--- config.mk ---
export PLATFORM = sky130hd
export DESIGN_NAME = ysyx_23060332_idu_stage
export DESIGN_NICKNAME = d
export VERILOG_FILES = /design/src/rtl/ysyx_23060332_idu_stage.sv
export SDC_FILE = /design/constraint.sdc
export NUM_CORES = 1
export LEC_CHECK = 0
export CAP_MARGIN = 20
export CORE_ASPECT_RATIO = 2
export CORE_MARGIN = 3
export CORE_UTILIZATION = 39
export CTS_CLUSTER_DIAMETER = 80
export DETAILED_ROUTE_END_ITERATION = 10
export PLACE_DENSITY = 0.81
export SLEW_MARGIN = 20
export SYNTH_ARGS = -nofsm -noshare
export SYNTH_HDL_FRONTEND = slang
export SYNTH_SLANG_ARGS = --single-unit
--- constraint.sdc ---
create_clock -name clk -period 2.6 [get_ports clk]
set_input_delay 0.39 -clock clk [delete_from_list [all_inputs] [get_ports clk]]
set_output_delay 0.39 -clock clk [all_outputs]
set_load 0.05 [all_outputs]
--- src/rtl/ysyx_23060332_idu_stage.sv ---
`default_nettype none
// ============================================================================
//  Module   : ysyx_23060332_idu_stage
//  Brief    : Registered RV32I/RV64I decode stage with valid/ready handshake,
//             flush, and registered trap/illegal flags.
//  Revision : 1.0 - initial release
// ============================================================================
module ysyx_23060332_idu_stage #(
    parameter int XLEN    = 32,
    parameter int ALUOP_W = 4
) (
    input  logic               clk,
    input  logic               rst,
    input  logic               flush,
    input  logic               in_valid,
    output logic               in_ready,
    input  logic [31:0]        inst_i,
    input  logic [XLEN-1:0]    inst_addr,
    output logic [4:0]         raddr1,
    output logic [4:0]         raddr2,
    input  logic [XLEN-1:0]    rdata1,
    input  logic [XLEN-1:0]    rdata2,
    output logic               out_valid,
    input  logic               out_ready,
    output logic [XLEN-1:0]    op1,
    output logic [XLEN-1:0]    op2,
    output logic [XLEN-1:0]    op1_jump,
    output logic [XLEN-1:0]    op2_jump,
    output logic [XLEN-1:0]    rs2_data,
    output logic [ALUOP_W-1:0] alu_op,
    output logic               reg_wen,
    output logic [4:0]         waddr,
    output logic               mem_ren,
    output logic               mem_wen,
    output logic [2:0]         mem_size,
    output logic               is_branch,
    output logic               is_jump,
    output logic               trap,
    output logic               illegal,
    output logic [31:0]        inst_o,
    output logic [XLEN-1:0]    pc_o
);

    localparam logic c_is_rv64 = (XLEN == 64);

    localparam logic [6:0] c_opc_lui    = 7'b0110111;
    localparam logic [6:0] c_opc_auipc  = 7'b0010111;
    localparam logic [6:0] c_opc_jal    = 7'b1101111;
    localparam logic [6:0] c_opc_jalr   = 7'b1100111;
    localparam logic [6:0] c_opc_branch = 7'b1100011;
    localparam logic [6:0] c_opc_load   = 7'b0000011;
    localparam logic [6:0] c_opc_store  = 7'b0100011;
    localparam logic [6:0] c_opc_opimm  = 7'b0010011;
    localparam logic [6:0] c_opc_op     = 7'b0110011;
    localparam logic [6:0] c_opc_opimm32 = 7'b0011011;
    localparam logic [6:0] c_opc_op32   = 7'b0111011;
    localparam logic [6:0] c_opc_fence  = 7'b0001111;
    localparam logic [6:0] c_opc_system = 7'b1110011;

    localparam logic [31:0] c_inst_ebreak = 32'h0010_0073;
    localparam logic [31:0] c_inst_ecall  = 32'h0000_0073;

    localparam logic [ALUOP_W-1:0] c_alu_add  = ALUOP_W'(0);
    localparam logic [ALUOP_W-1:0] c_alu_sub  = ALUOP_W'(1);
    localparam logic [ALUOP_W-1:0] c_alu_sll  = ALUOP_W'(2);
    localparam logic [ALUOP_W-1:0] c_alu_slt  = ALUOP_W'(3);
    localparam logic [ALUOP_W-1:0] c_alu_sltu = ALUOP_W'(4);
    localparam logic [ALUOP_W-1:0] c_alu_xor  = ALUOP_W'(5);
    localparam logic [ALUOP_W-1:0] c_alu_srl  = ALUOP_W'(6);
    localparam logic [ALUOP_W-1:0] c_alu_sra  = ALUOP_W'(7);
    localparam logic [ALUOP_W-1:0] c_alu_or   = ALUOP_W'(8);
    localparam logic [ALUOP_W-1:0] c_alu_and  = ALUOP_W'(9);

    // Base func3 -> ALU op; SUB/SRA are patched in by the caller from func7.
    function automatic logic [ALUOP_W-1:0] f_alu_from_f3(input logic [2:0] f3);
        case (f3)
            3'd0:    return c_alu_add;
            3'd1:    return c_alu_sll;
            3'd2:    return c_alu_slt;
            3'd3:    return c_alu_sltu;
            3'd4:    return c_alu_xor;
            3'd5:    return c_alu_srl;
            3'd6:    return c_alu_or;
            default: return c_alu_and;
        endcase
    endfunction

    logic [6:0]  w_opcode;
    logic [2:0]  w_f3;
    logic [6:0]  w_f7;
    logic [31:0] w_imm_i32, w_imm_s32, w_imm_b32, w_imm_u32, w_imm_j32;
    logic [XLEN-1:0] w_imm_i, w_imm_s, w_imm_b, w_imm_u, w_imm_j;

    assign w_opcode = inst_i[6:0];
    assign w_f3     = inst_i[14:12];
    assign w_f7     = inst_i[31:25];

    assign w_imm_i32 = {{20{inst_i[31]}}, inst_i[31:20]};
    assign w_imm_s32 = {{20{inst_i[31]}}, inst_i[31:25], inst_i[11:7]};
    assign w_imm_b32 = {{19{inst_i[31]}}, inst_i[31], inst_i[7], inst_i[30:25], inst_i[11:8], 1'b0};
    assign w_imm_u32 = {inst_i[31:12], 12'b0};
    assign w_imm_j32 = {{11{inst_i[31]}}, inst_i[31], inst_i[19:12], inst_i[20], inst_i[30:21], 1'b0};

    assign w_imm_i = XLEN'($signed(w_imm_i32));
    assign w_imm_s = XLEN'($signed(w_imm_s32));
    assign w_imm_b = XLEN'($signed(w_imm_b32));
    assign w_imm_u = XLEN'($signed(w_imm_u32));
    assign w_imm_j = XLEN'($signed(w_imm_j32));

    logic               w_legal, w_use_rs1, w_use_rs2;
    logic [XLEN-1:0]    w_op1, w_op2, w_op1_jump, w_op2_jump, w_rs2_data;
    logic [ALUOP_W-1:0] w_alu_op;
    logic               w_reg_wen, w_mem_ren, w_mem_wen, w_is_branch, w_is_jump, w_trap;
    logic [2:0]         w_mem_size;
    logic [4:0]         w_waddr;

    always_comb begin
        w_legal     = 1'b0;
        w_use_rs1   = 1'b0;
        w_use_rs2   = 1'b0;
        w_op1       = '0;
        w_op2       = '0;
        w_op1_jump  = '0;
        w_op2_jump  = '0;
        w_alu_op    = c_alu_add;
        w_reg_wen   = 1'b0;
        w_mem_ren   = 1'b0;
        w_mem_wen   = 1'b0;
        w_mem_size  = 3'd0;
        w_is_branch = 1'b0;
        w_is_jump   = 1'b0;
        w_trap      = 1'b0;

        case (w_opcode)
            c_opc_lui: begin
                w_legal   = 1'b1;
                w_reg_wen = 1'b1;
                w_op1     = w_imm_u;
            end
            c_opc_auipc: begin
                w_legal   = 1'b1;
                w_reg_wen = 1'b1;
                w_op1     = inst_addr;
                w_op2     = w_imm_u;
            end
            c_opc_jal: begin
                w_legal    = 1'b1;
                w_reg_wen  = 1'b1;
                w_is_jump  = 1'b1;
                w_op1      = inst_addr;
                w_op2      = XLEN'(4);
                w_op1_jump = inst_addr;
                w_op2_jump = w_imm_j;
            end
            c_opc_jalr: begin
                w_use_rs1  = 1'b1;
                w_legal    = (w_f3 == 3'd0);
                w_reg_wen  = 1'b1;
                w_is_jump  = 1'b1;
                w_op1      = inst_addr;
                w_op2      = XLEN'(4);
                w_op1_jump = rdata1;
                w_op2_jump = w_imm_i;
            end
            c_opc_branch: begin
                w_use_rs1   = 1'b1;
                w_use_rs2   = 1'b1;
                w_legal     = (w_f3 != 3'd2) && (w_f3 != 3'd3);
                w_is_branch = 1'b1;
                w_alu_op    = c_alu_sub;
                w_op1       = rdata1;
                w_op2       = rdata2;
                w_op1_jump  = inst_addr;
                w_op2_jump  = w_imm_b;
            end
            c_opc_load: begin
                w_use_rs1  = 1'b1;
                w_legal    = (w_f3 == 3'd0) || (w_f3 == 3'd1) || (w_f3 == 3'd2) ||
                             (w_f3 == 3'd4) || (w_f3 == 3'd5) ||
                             (c_is_rv64 && ((w_f3 == 3'd3) || (w_f3 == 3'd6)));
                w_mem_ren  = 1'b1;
                w_reg_wen  = 1'b1;
                w_mem_size = w_f3;
                w_op1      = rdata1;
                w_op2      = w_imm_i;
            end
            c_opc_store: begin
                w_use_rs1  = 1'b1;
                w_use_rs2  = 1'b1;
                w_legal    = (w_f3 == 3'd0) || (w_f3 == 3'd1) || (w_f3 == 3'd2) ||
                             (c_is_rv64 && (w_f3 == 3'd3));
                w_mem_wen  = 1'b1;
                w_mem_size = w_f3;
                w_op1      = rdata1;
                w_op2      = w_imm_s;
            end
            c_opc_opimm: begin
                w_use_rs1 = 1'b1;
                w_reg_wen = 1'b1;
                w_op1     = rdata1;
                w_op2     = w_imm_i;
                w_alu_op  = f_alu_from_f3(w_f3);
                // Shift amounts above 31 only exist on RV64.
                case (w_f3)
                    3'd1:    w_legal = (inst_i[31:26] == 6'd0) && (c_is_rv64 || !inst_i[25]);
                    3'd5: begin
                        w_legal = !inst_i[31] && (inst_i[29:26] == 4'd0) && (c_is_rv64 || !inst_i[25]);
                        if (inst_i[30]) w_alu_op = c_alu_sra;
                    end
                    default: w_legal = 1'b1;
                endcase
            end
            c_opc_opimm32: begin
                w_use_rs1 = 1'b1;
                w_reg_wen = 1'b1;
                w_op1     = rdata1;
                w_op2     = w_imm_i;
                w_alu_op  = f_alu_from_f3(w_f3);
                case (w_f3)
                    3'd0:    w_legal = c_is_rv64;
                    3'd1:    w_legal = c_is_rv64 && (w_f7 == 7'b0000000);
                    3'd5: begin
                        w_legal = c_is_rv64 && ((w_f7 == 7'b0000000) || (w_f7 == 7'b0100000));
                        if (w_f7[5]) w_alu_op = c_alu_sra;
                    end
                    default: w_legal = 1'b0;
                endcase
            end
            c_opc_op, c_opc_op32: begin
                w_use_rs1 = 1'b1;
                w_use_rs2 = 1'b1;
                w_reg_wen = 1'b1;
                w_op1     = rdata1;
                w_op2     = rdata2;
                w_alu_op  = f_alu_from_f3(w_f3);
                if (w_f7 == 7'b0100000) begin
                    w_legal  = (w_f3 == 3'd0) || (w_f3 == 3'd5);
                    w_alu_op = (w_f3 == 3'd0) ? c_alu_sub : c_alu_sra;
                end else begin
                    w_legal = (w_f7 == 7'b0000000);
                end
                if (w_opcode == c_opc_op32) begin
                    w_legal = w_legal && c_is_rv64 &&
                              ((w_f3 == 3'd0) || (w_f3 == 3'd1) || (w_f3 == 3'd5));
                end
            end
            c_opc_fence: w_legal = 1'b1;
            c_opc_system: begin
                w_legal = (inst_i == c_inst_ebreak) || (inst_i == c_inst_ecall);
                w_trap  = (inst_i == c_inst_ebreak);
            end
            default: w_legal = 1'b0;
        endcase

        // Illegal instructions flow down the pipe with every side effect suppressed.
        if (!w_legal) begin
            w_op1       = '0;
            w_op2       = '0;
            w_op1_jump  = '0;
            w_op2_jump  = '0;
            w_alu_op    = c_alu_add;
            w_reg_wen   = 1'b0;
            w_mem_ren   = 1'b0;
            w_mem_wen   = 1'b0;
            w_mem_size  = 3'd0;
            w_is_branch = 1'b0;
            w_is_jump   = 1'b0;
            w_trap      = 1'b0;
        end
    end

    assign raddr1     = w_use_rs1 ? inst_i[19:15] : 5'd0;
    assign raddr2     = w_use_rs2 ? inst_i[24:20] : 5'd0;
    assign w_rs2_data = (w_use_rs2 && w_legal) ? rdata2 : '0;
    assign w_waddr    = w_reg_wen ? inst_i[11:7] : 5'd0;

    logic w_accept;
    logic r_out_valid;

    assign in_ready = !r_out_valid || out_ready;
    assign w_accept = in_valid && in_ready;

    logic [XLEN-1:0]    r_op1, r_op2, r_op1_jump, r_op2_jump, r_rs2_data, r_pc;
    logic [ALUOP_W-1:0] r_alu_op;
    logic               r_reg_wen, r_mem_ren, r_mem_wen, r_is_branch, r_is_jump, r_trap, r_illegal;
    logic [4:0]         r_waddr;
    logic [2:0]         r_mem_size;
    logic [31:0]        r_inst;

    always_ff @(posedge clk) begin
        if (rst) begin
            r_out_valid <= 1'b0;
            r_op1       <= '0;
            r_op2       <= '0;
            r_op1_jump  <= '0;
            r_op2_jump  <= '0;
            r_rs2_data  <= '0;
            r_pc        <= '0;
            r_alu_op    <= '0;
            r_reg_wen   <= 1'b0;
            r_mem_ren   <= 1'b0;
            r_mem_wen   <= 1'b0;
            r_is_branch <= 1'b0;
            r_is_jump   <= 1'b0;
            r_trap      <= 1'b0;
            r_illegal   <= 1'b0;
            r_waddr     <= 5'd0;
            r_mem_size  <= 3'd0;
            r_inst      <= 32'd0;
        end else begin
            if (flush)         r_out_valid <= 1'b0;
            else if (w_accept) r_out_valid <= 1'b1;
            else if (out_ready) r_out_valid <= 1'b0;

            // A flushed instruction is dropped, so the payload keeps its last value.
            if (w_accept && !flush) begin
                r_op1       <= w_op1;
                r_op2       <= w_op2;
                r_op1_jump  <= w_op1_jump;
                r_op2_jump  <= w_op2_jump;
                r_rs2_data  <= w_rs2_data;
                r_pc        <= inst_addr;
                r_alu_op    <= w_alu_op;
                r_reg_wen   <= w_reg_wen;
                r_mem_ren   <= w_mem_ren;
                r_mem_wen   <= w_mem_wen;
                r_is_branch <= w_is_branch;
                r_is_jump   <= w_is_jump;
                r_trap      <= w_trap;
                r_illegal   <= !w_legal;
                r_waddr     <= w_waddr;
                r_mem_size  <= w_mem_size;
                r_inst      <= inst_i;
            end
        end
    end

    assign out_valid = r_out_valid;
    assign op1       = r_op1;
    assign op2       = r_op2;
    assign op1_jump  = r_op1_jump;
    assign op2_jump  = r_op2_jump;
    assign rs2_data  = r_rs2_data;
    assign alu_op    = r_alu_op;
    assign reg_wen   = r_reg_wen;
    assign waddr     = r_waddr;
    assign mem_ren   = r_mem_ren;
    assign mem_wen   = r_mem_wen;
    assign mem_size  = r_mem_size;
    assign is_branch = r_is_branch;
    assign is_jump   = r_is_jump;
    assign trap      = r_trap;
    assign illegal   = r_illegal;
    assign inst_o    = r_inst;
    assign pc_o      = r_pc;

endmodule
`default_nettype wire

### After elaboration in Yosys (flattened, before gate mapping)

Index checks and enable logic that the tools add are counted.

| cells by class | value |
|---|---|
| equality and inequality tests | 24 |
| multiplexer cells | 41 |
| reductions and logical operators | 38 |

Operators with widths:

| kind | number |
|---|---|
| one-hot mux 32 bit (3 select lines) | 2 |
| two-way mux 32 bit | 5 |
| one-hot mux 32 bit (5 select lines) | 1 |
| one-hot mux 32 bit (2 select lines) | 1 |
| equality test 7 x 6 -> 1 bit, second input constant | 5 |
| equality test 32 x 21 -> 1 bit, second input constant | 1 |
| equality test 32 x 7 -> 1 bit, second input constant | 1 |
| equality test 7 bit, second input constant | 4 |
| one-hot mux 4 bit (7 select lines) | 1 |
| equality test 7 x 5 -> 1 bit, second input constant | 3 |
| two-way mux 1 bit | 18 |
| two-way mux 4 bit | 4 |
| two-way mux 5 bit | 3 |
| one-hot mux 4 bit (3 select lines) | 1 |
| OR reduction 2 bit | 6 |
| equality test 3 bit, second input constant | 3 |
| two-way mux 3 bit | 3 |
| OR reduction 3 bit | 3 |
| OR reduction 9 bit | 1 |
| one-hot mux 1 bit (8 select lines) | 1 |
| OR reduction 4 bit | 2 |
| OR reduction 8 bit | 1 |
| equality test 7 x 2 -> 1 bit, second input constant | 1 |
| equality test 7 x 4 -> 1 bit, second input constant | 1 |
| other kinds (13) | 31 |

| word-level totals | value |
|---|---|
| register bits after elaboration | 244 |
| output and inout bits | 255 |
| word-level logic and storage cells | 121 |

### Logic depth before layout (Yosys ltp)

| logic depth | value |
|---|---|
| depth after elaboration | 8 |
| depth in mapped cells | 9 |
| mapped depth without buffers | 6 |

### Least setup slack after synthesis

OpenSTA, ideal clock, no wires.

| path | value |
|---|---|
| path kind | input to output |
| from | input inst_i[2] |
| to | output raddr1[0] |
| data arrival time | 2.522 ns |
| data required time | 2.210 ns |
| slack | -0.312 ns |
| stages | 8 |
| buffers on the path | 3 |
| cells stage by stage | clkbuf_1 -> nand4b_1 -> nor2_1 -> or2_2 -> clkbuf_1 -> clkbuf_1 -> nor2_1 -> nor2b_1 |

| between the ends | value |
|---|---|
| word-level cells in the longest chain between the ends | 4 |

Ends and longest elaborated chain:

| item | line | text |
|---|---|---|
| start: declaration | 17 | `input logic [31:0] inst_i,` |
| equality test 7 x 6 -> 1 bit, or another cell as far along | 134 | `case (w_opcode)` |
| OR reduction 8 bit (no source line) * | n/a |  |
| two-way mux 1 bit * | 134 |  |
| two-way mux 5 bit * | 272 | `assign raddr1 = w_use_rs1 ? inst_i[19:15] : 5'd0;` |
| end: declaration | 19 | `output logic [4:0] raddr1,` |

Mark *: on every way between the ends. The rest lies on a longest branch, timed or not.

### Worst setup path after layout

| path | value |
|---|---|
| from | input inst_i[3] |
| to | output raddr1[0] |

The elaborated chain is that of the path after synthesis.

==> impl_metrics.csv <==
group,metric,value,unit
status,outcome,"complete, no violations",
routing,first_pass_iters,8,
power,p_per_area,527.4,nW/um^2
place,place.gp.congestion,0.9135,
synth,syn_area,9214,sq um
floorplanning,die_x,114.7,um
place,portBuffers,387,
routing,wl_per_cell,23.96,um
synth,synth_area_leaders,"dfxtp_1 (51%), a22o_1 (13%), nand2_1 (8.3%), a21oi_1 (4.6%), clkbuf_1 (3.2%)",
synth,avgSynthCellArea,9.186,sq um
synth,synth_edf_count,0,
clocking,clkSinkCount,233,
min_path,hp-class,"primary input to flip-flop",
power,ir_drop,707.9,uV
timing,hold_viol,0,
floorplanning,die_area,25620,sq um
worst_setup_path,cp_max_fo,5,
finish,syn_to_final_growth,61.42,%
clocking,clk_pin_slew_worst_paths,0.07,ns
routing,vias,10090,
worst_setup_path,worstSetupPathType,"primary input to output pin",
timing,slew_headroom,0.5472,
timing,finalCriticalPeriod,2.541,ns
timing,setup_violations,0,
routing,finalWirelength,41070,um
global_route,grt_max_degree,59,
finish,final_cell_mix,"clkdlybuf4s50_1 (366), dfxtp_1 (233), nand2_1 (204)",
synth,synth_seq_cells,233,
synth,ys_async_sr_fraction,0,
clocking,htree_num_levels,1,
finish,n_fill_cell,1853,
synth,synth_top_cell_area_share,0.5062,
worst_setup_path,worstSetupEndpointType,"output pin",
timing,worst_pin_slew,0.6771,ns
worst_setup_path,cp_common_cell,"buf_12",
clocking,cts_tree,"done",
finish,nets,1550,
timing,fmax,0.3935,GHz
job,cap_violations,0,
synth,synth_cells,1003,
worst_setup_path,start_kind,"primary input",
floorplanning,rows,79,
clocking,clk_path_buf_depth,3,
worst_setup_path,required,2.21,ns
synth,ys.flop_type,"dfxtp_1",
synth,synth_area_leader_cell,"dfxtp_1",
synth,syn-num-nets,1136,
global_route,grt_overflow,0,
synth,ys_seq_area_frac,0.5062,
finish,final_cell_area,14870,sq um
finish,diodes,0,
worst_setup_path,slowest_stage,"clkdlybuf4s50_1",
floorplanning,die_h,223.4,um
power,leakage,5.467,nW
floorplanning,core_area,23230,sq um
clocking,root_buffer,"clkbuf_16",
global_route,grt_pass1_wl,59930,um
routing,drc,0,
finish,multi_input_area,4143,sq um
synth,yosys_warnings,0,
timing,fin_tns_setup,0,ns
finish,final_util,0.6403,
finish,seqCellArea,4664,sq um
routing,postRouteAntennaNets,0,
global_route,grt.total_usage,0.3029,
global_route,antenna_found_initial,0,
global_route,grt_pass1_vias,9905,
worst_setup_path,cp.arrival,2.15,ns
synth,ys_types,52,
timing,final_max_slew_viol_count,0,
timing,rsz0062_at_grt,"no",
timing,fin_skew,0.01321,ns
floorplanning,initial_core_util,0.3967,
worst_setup_path,slowest_delay,0.56,ns
timing,hold_ws,0.2541,ns
place,hpwl,29650,um
finish,final_common_cell,"clkdlybuf4s50_1",
timing,fin_crit_sh,0.9773,
routing,vias_per_cell,5.887,
clocking,numCtsBuffers,22,
worst_setup_path,r2r_slack,0.48,ns
floorplanning,top_level_ports,388,
place,place_area,13970,sq um
routing,drt_iter0_drc,809,
power,total_power,7.844,mW
finish,drive_gt1_frac,0.1202,
worst_setup_path,cp_cell_sequence,"clkdlybuf4s50_1 -> nor2_1 -> buf_4 -> nand2_1 -> a21oi_1 -> or2_2 -> nor2_2 -> buf_12 -> nor2b_2 -> buf_12",
clocking,clock_latency,0.53,ns
## per-stage QoR
| step | setup slack [ns] | std cells |
|---|---|---|
| 2_1_floorplan | -0.1056 | 1003 |
| 3_3_place_gp | -0.6069 | 1666 |
| 3_5_place_dp | -0.6504 | 1666 |
| 4_1_cts | 0.004130 | 1704 |
| 5_1_grt | 0.01206 | 1714 |
| 6_report | 0.05896 | 1714 |
## power breakdown
group | internal, mW | switching [mW]
clock | 1.73 | 1.43
sequential | 3.62 | 0.0250
combinational | 0.422 | 0.623
## worst max-delay path, delay by kind of cell
kind / cells / cell delay (ns)
AO/OA/AOI/OAI: 1 / 0.05
AND/OR/NAND/NOR: 5 / 0.72
buffers and inverters: 4 / 0.98
## cell type report
type / instances / share of cell area
clock buffers: 29 / 0.04013
clock inverters: 9 / 0.005973
well taps: 283 / 0.02381
multi-input cells: 662 / 0.2785
inverters: 5 / 0.001262
repair buffers: 493 / 0.3367
flip-flops and latches: 233 / 0.3136
## path summary, 6_finish.rpt
path,from,end,cells past startpoint
max reg2reg,out_valid$_SDFFE_PP0P_,rs2_data[16]$_SDFFE_PP0P_,7
max,inst_i[3],raddr1[0],10
min reg2reg,op1[29]$_SDFFE_PP0P_,op1[29]$_SDFFE_PP0P_,2
min,inst_i[1],inst_o[1]$_SDFFE_PP0P_,3
## synthesized netlist by cell type, types with 3 or more instances
library cell,instances
o21ai_1,13
dfxtp_1,233
or4_1,3
nand2b_1,5
clkbuf_1,78
buf_1,3
o31ai_1,31
nand2_1,204
buf_4,15
nand3_1,7
a221oi_1,19
a32o_1,13
inv_1,5
nor4_1,4
xor2_1,3
o21ai_0,26
a22o_1,135
buf_6,4
buf_2,3
nand3b_1,4
nor2_1,25
nor3_1,5
a21oi_1,84
nor2b_1,11
a222oi_1,23
or3_1,3
a22oi_1,10
## sequential cells by signal, summed over array words and instances, names as in the netlist, 3 cells and up
register	flops
alu_op	4
inst_o	32
mem_size	3
op1	32
op1_jump	32
op2	32
op2_jump	21
pc_o	32
rs2_data	32
waddr	5
## routing by layer
metal  GRT usage  wire (um)  share of wire
met1      0.3332      13970           0.34
met2      0.5332      21370           0.52
met3     0.05592       3058          0.074
met4      0.1718       2668          0.065
met5           0          0              0
## cell families after synthesis
group	share of synthesized area
AO/OA/AOI/OAI	0.3008
AND/OR/NAND/NOR	0.1342
flip-flops	0.5062
buffers and inverters	0.05377
XOR/XNOR	0.002852
multiplexers	0.002173
## repair_timing
| action | CTS | global route |
|---|---|---|
| endpoints found under the setup margin | 113 | 80 |
| hold buffers | 0 | 0 |
| gates cloned | 0 | 5 |
| pin swaps | 1 | 2 |
| setup buffers | 0 | 5 |
| gates resized for setup | 8 | 11 |
Note: power is estimated with default switching activity, not from simulation.
